**src/rtl/boot_pkg.sv**
```systemverilog
// Shared types and frame constants for the instruction-memory boot loader.
package boot_pkg;

  localparam int LEN_W  = 16;
  localparam int LANE_W = 2;

  typedef enum logic [2:0] {
    LEN_LO,
    LEN_HI,
    DATA,
    CHECK,
    DONE,
    ERROR
  } boot_state_e;

  // Largest image, in 32-bit words, that fits in an instruction memory of imem_size bytes.
  function automatic int max_words(input int imem_size);
    return imem_size / 4;
  endfunction

endpackage

```
**src/rtl/boot_word_assembler.sv**
```systemverilog
// Packs accepted stream bytes little-endian into 32-bit words; word_valid_o pulses
// for one cycle, the cycle after the fourth byte is accepted.
module boot_word_assembler
  import boot_pkg::*;
(
  input  logic        clock,
  input  logic        reset,
  input  logic        clear_i,
  input  logic        accept_i,
  input  logic [7:0]  byte_i,
  output logic [31:0] word_o,
  output logic        word_valid_o
);

  logic [LANE_W-1:0] lane_q, lane_d;
  logic [23:0]       shift_q, shift_d;
  logic [31:0]       word_q, word_d;
  logic              valid_q, valid_d;

  always_comb begin
    lane_d  = lane_q;
    shift_d = shift_q;
    word_d  = word_q;
    valid_d = 1'b0;
    if (clear_i) begin
      lane_d = '0;
    end else if (accept_i) begin
      if (&lane_q) begin
        // Earlier lanes have shifted down, so the newest byte lands on bits 31:24.
        word_d  = {byte_i, shift_q};
        valid_d = 1'b1;
        lane_d  = '0;
      end else begin
        shift_d = {byte_i, shift_q[23:8]};
        lane_d  = lane_q + 1'b1;
      end
    end
  end

  always_ff @(posedge clock) begin
    if (reset) begin
      lane_q  <= '0;
      shift_q <= '0;
      word_q  <= '0;
      valid_q <= 1'b0;
    end else begin
      lane_q  <= lane_d;
      shift_q <= shift_d;
      word_q  <= word_d;
      valid_q <= valid_d;
    end
  end

  assign word_o       = word_q;
  assign word_valid_o = valid_q;

endmodule

```
**src/rtl/imem_boot_loader.sv**
```systemverilog
// Framed byte-stream loader: writes the image into instruction memory and holds the CPU in reset.
// Defining BOOT_CHECKSUM_EN requires a trailing XOR checksum byte after the payload.
module imem_boot_loader
  import boot_pkg::*;
#(
  parameter int          IMEM_SIZE = 4096,
  parameter logic [31:0] BASE_ADDR = 32'h0000_0000
) (
  input  logic             clock,
  input  logic             reset,
  input  logic             restart_i,
  input  logic             byte_valid_i,
  input  logic [7:0]       byte_data_i,
  output logic             byte_ready_o,
  output logic             imem_we_o,
  output logic [31:0]      imem_addr_o,
  output logic [31:0]      imem_wdata_o,
  output logic             cpu_reset_o,
  output logic             done_o,
  output logic             error_o,
  output logic [LEN_W-1:0] words_loaded_o
);

  localparam logic [31:0] MAX_N = 32'(max_words(IMEM_SIZE));

  boot_state_e      state_q, state_d;
  logic [7:0]       len_lo_q, len_lo_d;
  logic [LEN_W-1:0] len_q, len_d;
  logic [LEN_W-1:0] words_q, words_d;
  logic             ready_q, ready_d;
  logic             cpu_reset_q, cpu_reset_d;
  logic             done_q, done_d;
  logic             error_q, error_d;
`ifdef BOOT_CHECKSUM_EN
  logic [7:0]       csum_q, csum_d;
`endif

  logic             handshake;
  logic             final_write;
  logic             data_accept;
  logic             asm_clear;
  logic [LEN_W-1:0] len_n;
  logic [31:0]      asm_word;
  logic             asm_valid;

  assign handshake   = byte_valid_i && ready_q;
  assign len_n       = {byte_data_i, len_lo_q};
  // The write strobe of the last word; any byte arriving alongside it is not payload.
  assign final_write = asm_valid && (words_q + 1'b1 == len_q);
  assign data_accept = handshake && (state_q == DATA) && !final_write && !restart_i;
  assign asm_clear   = restart_i || (state_q != DATA);

  boot_word_assembler u_asm (
    .clock        (clock),
    .reset        (reset),
    .clear_i      (asm_clear),
    .accept_i     (data_accept),
    .byte_i       (byte_data_i),
    .word_o       (asm_word),
    .word_valid_o (asm_valid)
  );

  always_comb begin
    state_d  = state_q;
    len_lo_d = len_lo_q;
    len_d    = len_q;
    words_d  = words_q;
    if (asm_valid) begin
      words_d = words_q + 1'b1;
    end

    case (state_q)
      LEN_LO: begin
        if (handshake) begin
          len_lo_d = byte_data_i;
          state_d  = LEN_HI;
        end
      end
      LEN_HI: begin
        if (handshake) begin
          len_d = len_n;
          if ({16'd0, len_n} > MAX_N) begin
            state_d = ERROR;
          end else if (len_n == '0) begin
`ifdef BOOT_CHECKSUM_EN
            state_d = CHECK;
`else
            state_d = DONE;
`endif
          end else begin
            state_d = DATA;
          end
        end
      end
      DATA: begin
        if (final_write) begin
`ifdef BOOT_CHECKSUM_EN
          // At full byte rate the checksum byte shares the cycle with the last write.
          if (handshake) begin
            state_d = (byte_data_i == csum_q) ? DONE : ERROR;
          end else begin
            state_d = CHECK;
          end
`else
          state_d = DONE;
`endif
        end
      end
`ifdef BOOT_CHECKSUM_EN
      CHECK: begin
        if (handshake) begin
          state_d = (byte_data_i == csum_q) ? DONE : ERROR;
        end
      end
`endif
      default: begin
      end
    endcase

    if (restart_i) begin
      state_d = LEN_LO;
      words_d = '0;
    end

    ready_d     = state_d inside {LEN_LO, LEN_HI, DATA, CHECK};
    done_d      = (state_d == DONE);
    error_d     = (state_d == ERROR);
    // Release lags DONE entry by one cycle; any exit from DONE re-asserts it at once.
    cpu_reset_d = !((state_q == DONE) && (state_d == DONE));
  end

`ifdef BOOT_CHECKSUM_EN
  always_comb begin
    csum_d = csum_q;
    if (restart_i || (state_q == LEN_LO)) begin
      csum_d = '0;
    end else if (data_accept) begin
      csum_d = csum_q ^ byte_data_i;
    end
  end
`endif

  always_ff @(posedge clock) begin
    if (reset) begin
      state_q     <= LEN_LO;
      len_lo_q    <= '0;
      len_q       <= '0;
      words_q     <= '0;
      ready_q     <= 1'b1;
      cpu_reset_q <= 1'b1;
      done_q      <= 1'b0;
      error_q     <= 1'b0;
`ifdef BOOT_CHECKSUM_EN
      csum_q      <= '0;
`endif
    end else begin
      state_q     <= state_d;
      len_lo_q    <= len_lo_d;
      len_q       <= len_d;
      words_q     <= words_d;
      ready_q     <= ready_d;
      cpu_reset_q <= cpu_reset_d;
      done_q      <= done_d;
      error_q     <= error_d;
`ifdef BOOT_CHECKSUM_EN
      csum_q      <= csum_d;
`endif
    end
  end

  assign byte_ready_o   = ready_q;
  assign imem_we_o      = asm_valid;
  assign imem_wdata_o   = asm_word;
  assign imem_addr_o    = BASE_ADDR + 32'({words_q, 2'b00});
  assign cpu_reset_o    = cpu_reset_q;
  assign done_o         = done_q;
  assign error_o        = error_q;
  assign words_loaded_o = words_q;

endmodule

```
**config.mk**
```make
export PLATFORM = sky130hd
export DESIGN_NAME = imem_boot_loader
export DESIGN_NICKNAME = d
export VERILOG_FILES = /design/src/rtl/boot_pkg.sv /design/src/rtl/boot_word_assembler.sv /design/src/rtl/imem_boot_loader.sv
export SDC_FILE = /design/constraint.sdc
export NUM_CORES = 1
export LEC_CHECK = 0
export CAP_MARGIN = 15
export CORE_UTILIZATION = 47
export CTS_CLUSTER_DIAMETER = 150
export DETAILED_ROUTE_END_ITERATION = 12
export GPL_ROUTABILITY_DRIVEN = 1
export PLACE_DENSITY = 0.77
export SYNTH_ARGS = -nofsm -noshare
export SYNTH_HDL_FRONTEND = slang
export SYNTH_HIERARCHICAL = 1
export SYNTH_SLANG_ARGS = --single-unit
```
**constraint.sdc**
```tcl
create_clock -name clock -period 2.63 [get_ports clock]
set_input_delay 0.526 -clock clock [delete_from_list [all_inputs] [get_ports clock]]
set_output_delay 0.526 -clock clock [all_outputs]
set_load 0.005 [all_outputs]
```
==> out/qor.yml <==
start_util_pct: 48.05
seq_area_um2: 2135
synth_edf_count: 0
switching_share_pct: 25.51
drive_above_1_share_pct: 13.99
start_kind: "flop"
yosysTopAreaCell: "dfxtp_1"
power_frac_clock_pct: 36.1
crit_type: "reg -> reg"
core_area_um2: 10280
drtPass1Iterations: 4
synth_ff_type: "dfxtp_1"
finalSetupTns_ps: 0
multiInputGateArea_um2: 2535
leakage_nw: 2.396
synth_top_area_share_pct: 42.97
grt-ovfl-total: 0
synth_area_um2: 4938
grt.total_usage_pct: 20.11
dieArea_um2: 10920
fin_cells: 758
port_buffers: 80
maxSlewHeadroom_pct: 53.66
htreeDepth: 3
fill_cells: 861
rows: 37
path_max_fanout: 8
yosys_warnings: 6
vias: 3860
placed_cell_area_um2: 5936
cp.required_ps: 2930
die_width_um: 104.5
nNetsFinal: 631
worstMarginPinSlew_ps: 695.0
clock.fmax_ghz: 0.3835
timing.final.ws_setup_ps: 22.54
via_per_inst: 5.092
ys_async_sr_fraction_pct: 0
finalWirelength_um: 10880
slew_violations: 0
grt_pass1_vias: 3787
final-setup-viol-count: 0
rsz0062_at_grt: "yes"
root_buffer: "clkbuf_8"
p_comb_share_pct: 5.7
yosysSeqAreaShare_pct: 42.97
yosysMostFrequentCell: "dfxtp_1"
numCtsBuffers: 9
fin_worst_skew_ps: 12.22
switching_power_uw: 714.1
hold_path.class: "reg -> reg"
ys_types: 54
grt_first_pass_wirelength_um: 17970
pin_count: 97
p_per_area_nw_per_um2: 446.1
p_int_mw: 2.085
syn_to_final_growth_pct: 27.06
insertion_delay_ps: 370
clk_pin_slew_ps: 110
power.share.sequential_pct: 58.3
status: "finished, final reports clean"
worstSetupEndpointType: "flop"
timing.final.crit_period_ps: 2607
cts_tree: "built"
dp.cells: 737
synth_common_cells: "106 x dfxtp_1, 67 x mux2i_1, 65 x nand2b_1"
grt_max_degree: 93
wl_per_cell_um: 14.35
power.total_mw: 2.799
dp_slack_ps: -258.3
cp.arrival_ps: 2910
post-route-cell-area_um2: 6275
die_y_um: 104.5
ir_worst_vdd_mv: 0.3381
ant_nets: 0
syn_inst: 528
initialDrtViolationCount: 138
dp_hpwl_um: 7626
synth_area_leaders: "dfxtp_1 43%, mux2i_1 14%, nand2b_1 8.2%, buf_4 4.9%, nand2_1 3.4%"
drc: 0
avgSynthCellArea_um2: 9.353
antenna_found_initial: 0
hold_viol_final: 0
finalCritPeriodShare_pct: 99.14
ys_seq_elements: 106
clockBufferDepth: 2
place_congestion: 0.9212
n_antenna_cell: 0
max-cap-violations: 0
clock-sinks: 106
==> power groups by stage <==
stage                     Combinational [mW]  Clock, mW  Sequential (mW)
final                                  0.158       1.01             1.63
after global routing                   0.175       1.09             1.63
after CTS                              0.157       1.02             1.63
after detailed placement               0.156          0             1.67
after global placement                 0.153          0             1.67
after floorplan                        0.116          0             1.66
==> placed cells by master (no fill, tap or decap), types with 3 or more instances in the layout <==
cell type / count
a21oi_1: 20
nor2_1: 34
a31oi_1: 3
inv_1: 8
nand2b_1: 65
clkbuf_8: 10
o21ai_0: 3
clkdlybuf4s50_1: 79
o21a_1: 3
and3_1: 3
nor3_1: 7
nand3_1: 7
xor2_1: 16
nand2_1: 45
nor4_2: 3
dfxtp_2: 4
inv_8: 3
and2_1: 3
conb_1: 16
buf_12: 4
nor4_1: 3
nand4_1: 11
dfxtp_1: 100
buf_4: 38
xnor2_1: 18
mux2i_1: 67
==> flip-flops by register name, indices dropped and copies added (netlist names) <==
name,count
byte_ready_o,1
cpu_reset_o,1
done_o,1
error_o,1
len_lo_q,8
len_q,16
state_q,3
u_asm/lane_q,2
u_asm/shift_q,24
u_asm/word_o,32
u_asm/word_valid_o,1
words_loaded_o,16
==> worst paths after layout <==
check | from | end | slack, ps | depth (start not counted)
hold / removal | u_asm/word_o[13] | u_asm/word_o[13] | 480 | 2
hold reg to reg | u_asm/word_o[13] | u_asm/word_o[13] | 480 | 2
setup reg to reg | words_loaded_o[4] | u_asm/shift_q[7] | 20 | 11
setup / recovery | words_loaded_o[4] | u_asm/shift_q[7] | 20 | 11
==> cell families after synthesis <==
kind of cell / after synthesis / share of synthesized area, %
AOI/OAI and AO/OA: 45 / 5.954
xor gates and xnor gates: 34 / 6.030
adders and majority gates: 2 / 0.5066
buffers and inverters: 70 / 8.487
DFF: 106 / 42.97
muxes: 67 / 13.58
other: 1 / 0.07593
and+or+nand+nor: 203 / 22.40
==> cell type report <==
class	instances	share of cell area (%)
Inverter	8	0.4786
Sequential cell	106	34.02
Clock buffer	10	2.193
Clock inverter	6	0.9372
Timing Repair Buffer	125	19.26
Multi-Input combinational cell	367	40.40
Tap cell	136	2.712
==> stage by stage <==
step                      util, %  hold WS (ps)
final                       61.05         481.2
after global placement      57.76         460.1
after floorplan                 -         429.5
after CTS                   60.18         480.2
after global routing        61.05         507.7
after detailed placement    57.76         460.4
==> critical path: stages (launching register included) <==
cell       delay [ps]
dfxtp_2           350
buf_6             120
nand2_1            70
o21a_1            190
or4_4             520
a22oi_2           210
o2111a_2          270
nor3_4             50
buf_6             120
or3b_4            270
clkbuf_16         170
mux2i_1           190
==> per-layer routing <==
| metal | track usage, % | vias to the layer above | part of all wire, % |
|---|---|---|---|
| met4 | 4.286 | 0 | 1.4 |
| li1 | - | 1915 | - |
| met5 | 0 | - | 0 |
| met1 | 26.25 | 1814 | 46 |
| met2 | 33.92 | 116 | 47 |
| met3 | 4.386 | 15 | 4.7 |
==> repair_timing <==
item	4_1_cts	5_1_grt
setup buffers	2	2
gates cloned	0	1
hold buffers	0	0
gates resized for setup	5	14
endpoints found under the setup margin	45	57
pin swaps	0	7
Power figures use the tool's default switching activity.
==> edit 1, RTL diff (same flow settings) <==
Set the parameter `IMEM_SIZE` to 2048 (it was 4096).
--- a/src/rtl/imem_boot_loader.sv
+++ b/src/rtl/imem_boot_loader.sv
@@ -5,3 +5,3 @@
 #(
-  parameter int          IMEM_SIZE = 4096,
+  parameter int          IMEM_SIZE = 2048,
   parameter logic [31:0] BASE_ADDR = 32'h0000_0000
Formal check against the unedited RTL: not equivalent (a bounded check fails within 4 cycles, from zero or initial values and one cycle with reset high).
==> edit 1 against the original RTL <==
Cell count down 0.79%; non-clock buffer count up 12; critical path depth unchanged; global-route usage up 0.074 points; the flow now finishes with violations (setup timing); wire length up 2.1%; first-iteration DRC count up 17%; highest routed layer unchanged; synthesized area up 0.25%; sequential cell count unchanged; clock skew up 0.0014 ns; cell area up 1.7%; setup slack worse by 0.027 ns; maximum frequency down 1.0%; critical path type unchanged; largest power group unchanged; power up 0.31%.
==> edit 1: results (changes against the original RTL) <==
| Metric | Value |
|---|---|
| WL/cell | `14.8 µm (+2.9%)` |
| Total track usage | `0.202 (+0.000744)` |
| GRT met3 Usage | `0.0374 (-0.00643)` |
| Commonest cells in the synthesized netlist | `dfxtp_1, mux2i_1, nand2b_1` |
| VDD IR max | `0.000247 V (-27%)` |
| Met3 routed WL | `576 µm (+12%)` |
| Setup violations, final | `1 (+1)` |
| Failing checks | `setup timing` |
| Hold Slack | `0.481 ns (+0.000184 ns)` |
| Routed vias | `3858 (-0.052%)` |
| Routability cong. | `0.858 (-6.8%)` |
| Final #Nets | `626 (-0.79%)` |
| Slowest-stage cell, CP | `or3b_4` |
| Met1 GRT Util | `0.254 (-0.00855)` |
| 1st-pass router iterations | `6 (+2)` |
| Post-DP Area | `0.00600 mm² (+1.1%)` |
| Met1 wire length | `4750 µm (-6.0%)` |
| Drt initial violations | `162 (+17%)` |
| Largest net degree at the start of global routing | `94 (+1.1%)` |
| Slew @ Worst Pin | `0.734 ns (+0.0385 ns)` |
| M2 GR Usage | `0.344 (+0.00473)` |
| Cells after Synth | `512 (-3.0%)` |
| Final WS setup | `-0.00461 ns (-0.0271 ns)` |
| Synth Area in Compound Gates | `0.0399 (-0.0196)` |
| XOR/XNOR Fraction of Synth Area | `0.0670 (+0.00667)` |
| Critical Path End | `u_asm/shift_q[16]$_SDFFE_PP0P_` |
| Vias in the first global route | `3743 (-1.2%)` |
| Crit path launch | `words_loaded_o[0]$_SDFFE_PP0P_` |
| Synth cell types | `56 (+3.7%)` |
| Setup TNS | `-0.00461 ns (-0.00461 ns)` |
| Synth top area cells | `dfxtp_1, mux2i_1, nand2b_1, buf_4, xor2_1` |
| Pre-CTS setup slack | `-0.253 ns (+0.00544 ns)` |
| Status | `finished with violations` |
| Setup Skew | `0.0136 ns (+0.00137 ns)` |
-- edit 1: cell types whose count changed after synthesis, sizes merged, moves of 3 or more --
cell   change
nand2     -25
nor2      +11
a21oi     -10
mux2i      +9
nand3      +9
inv        -6
xor2       +6
nor3b      +4
nor4       -4
a22oi      -3
o21ai      -3
xnor2      -3
-- edit 1: area by class of cell --
cell class              count  area (µm²)
clock buffers              10         138
clock inverters             5        61.3
fillers                   852        3890
inverters                   2        7.51
multi-input cells         356        2550
flip-flops and latches    106        2130
well taps                 136         170
repair buffers            137        1320
-- edit 1: worst min-delay path: stages, from the launching register on --
cell	delay, ns
dfxtp_1	0.32
nand2b_1	0.06
mux2i_1	0.06
-- edit 1: what timing repair did --
action	CTS	global route
gates resized for setup	7	10
cloned	1	1
pin swaps	4	8
setup endpoints to repair	56	51
setup buffers	4	3
-- edit 1: where the power goes --
group	internal (mW)	switching (mW)	leakage [nW]
clock	0.469	0.554	0.103
sequential	1.62	0.0123	0.858
combinational	0.0708	0.0858	1.53
==> edit 2, RTL diff (same settings) <==
Without the edit above. Register the output `error_o` once more; this adds one clock of latency there. The other outputs are not delayed to match.
--- a/src/rtl/imem_boot_loader.sv
+++ b/src/rtl/imem_boot_loader.sv
@@ -176,3 +176,5 @@
   assign done_o         = done_q;
-  assign error_o        = error_q;
+  always_ff @(posedge clock) begin
+    error_o <= error_q;
+  end
   assign words_loaded_o = words_q;
Formal check against the unedited RTL: not equivalent (a bounded check fails within 4 cycles, from zero or initial values and one cycle with reset high).
==> edit 2 against the original RTL <==
Cell area grew 1.3%; synthesized area is 0.41% higher; critical endpoint is now u_asm/shift_q[19]$_SDFFE_PP0P_; first-iteration DRC count rose by 2.2%; wire length up 1.2%; synthesized cell count grew 0.19%; critical path type unchanged; setup slack got worse by 0.0095 ns; power decreased by 1.5%; sequential cell count increased by 1.
==> edit 2: results (changes against the original RTL) <==
| Metric | Value |
|---|---|
| Synth Area in Compound Gates | `0.0593 (-0.000240)` |
| Status | `completed` |
| Clk tree area frac | `0.0291 (-0.00217)` |
| Peak Freq | `0.382 GHz (-0.36%)` |
| Pleak | `2.43 nW (+1.4%)` |
| Commonest cells in the synthesized netlist | `dfxtp_1, mux2i_1, nand2b_1` |
| XOR/XNOR Fraction of Synth Area | `0.0601 (-0.000243)` |
| Largest stage delay on the critical path | `0.42 ns (-0.10 ns)` |
| Multiplexer share of the synthesized area | `0.135 (-0.000548)` |
| WL/cell | `14.4 µm (+0.50%)` |
| Arr. time, crit path | `2.88 ns (-0.03 ns)` |
| Fillers | `855 (-0.70%)` |
| Clkbuf count | `9 (-1)` |
| Setup Skew | `0.0144 ns (+0.00215 ns)` |
| Adder-cell share of the synthesized area | `0.00505 (-0.0000205)` |
| Critical path peak fanout | `7 (-1)` |
| First-pass GRT wire length | `17800 µm (-0.88%)` |
| VDD IR max | `0.000236 V (-30%)` |
| Multi-input combinational area share | `0.400 (-0.00359)` |
| Pre-CTS setup slack | `-0.198 ns (+0.0603 ns)` |
| Starting Density | `0.482 (+0.00195)` |
| Final #Nets | `637 (+0.95%)` |
| Yosys reg bits | `107 (+0.94%)` |
| Met1 GRT Util | `0.252 (-0.0107)` |
| NonClk Buf Share | `0.199 (+0.00679)` |
## edit 2: kinds of logic (layout without fill, tap and decap cells)
logic type	count (synthesis)	after routing
AND/OR/NAND/NOR	203	203
other	1	16
multiplexers	67	67
adder cells (fa/ha/maj)	2	2
XOR/XNOR	34	34
buffers and inverters	70	153
AO/OA/AOI/OAI	45	45
flip-flops	107	107
## edit 2: final timing paths
kind                                                startpoint                        endpoint  cells after the start
worst max-delay path            words_loaded_o[1]$_SDFFE_PP0P_  u_asm/shift_q[19]$_SDFFE_PP0P_                     11
worst min-delay path                        error_q$_SDFF_PP0_                 error_o$_DFF_P_                      0
worst min register to register              error_q$_SDFF_PP0_                 error_o$_DFF_P_                      0
worst max register to register  words_loaded_o[1]$_SDFFE_PP0P_  u_asm/shift_q[19]$_SDFFE_PP0P_                     11
## edit 2: power by group through the flow
stage	Sequential, mW	Combinational [mW]	Clock [mW]
after detailed placement	1.68	0.153	0
after floorplan	1.68	0.116	0
after global placement	1.68	0.150	0
after global routing	1.65	0.171	1.05
after CTS	1.65	0.155	0.976
final	1.64	0.156	0.956
## edit 2: per-stage QoR
step           cells  cell area [µm²]  hold slack (ns)
3_5_place_dp     737             5950            0.313
4_1_cts          752             6160            0.338
5_1_grt          763             6360            0.343
3_3_place_gp     737             5950            0.315
6_report         763             6360            0.338
2_1_floorplan    544             5030            0.310
## edit 2: repair_timing
item	in CTS	in global routing
setup buffers	0	8
resized for setup	7	18
pin swaps	2	9
endpoints found under the setup margin	42	47
cloned	0	3
## edit 2: routing by layer
metal / part of all wire / vias to the layer above
li1: - / 1921
met2: 0.48 / 99
met1: 0.46 / 1814
met5: 0 / -
met4: 0.016 / 0
met3: 0.043 / 15
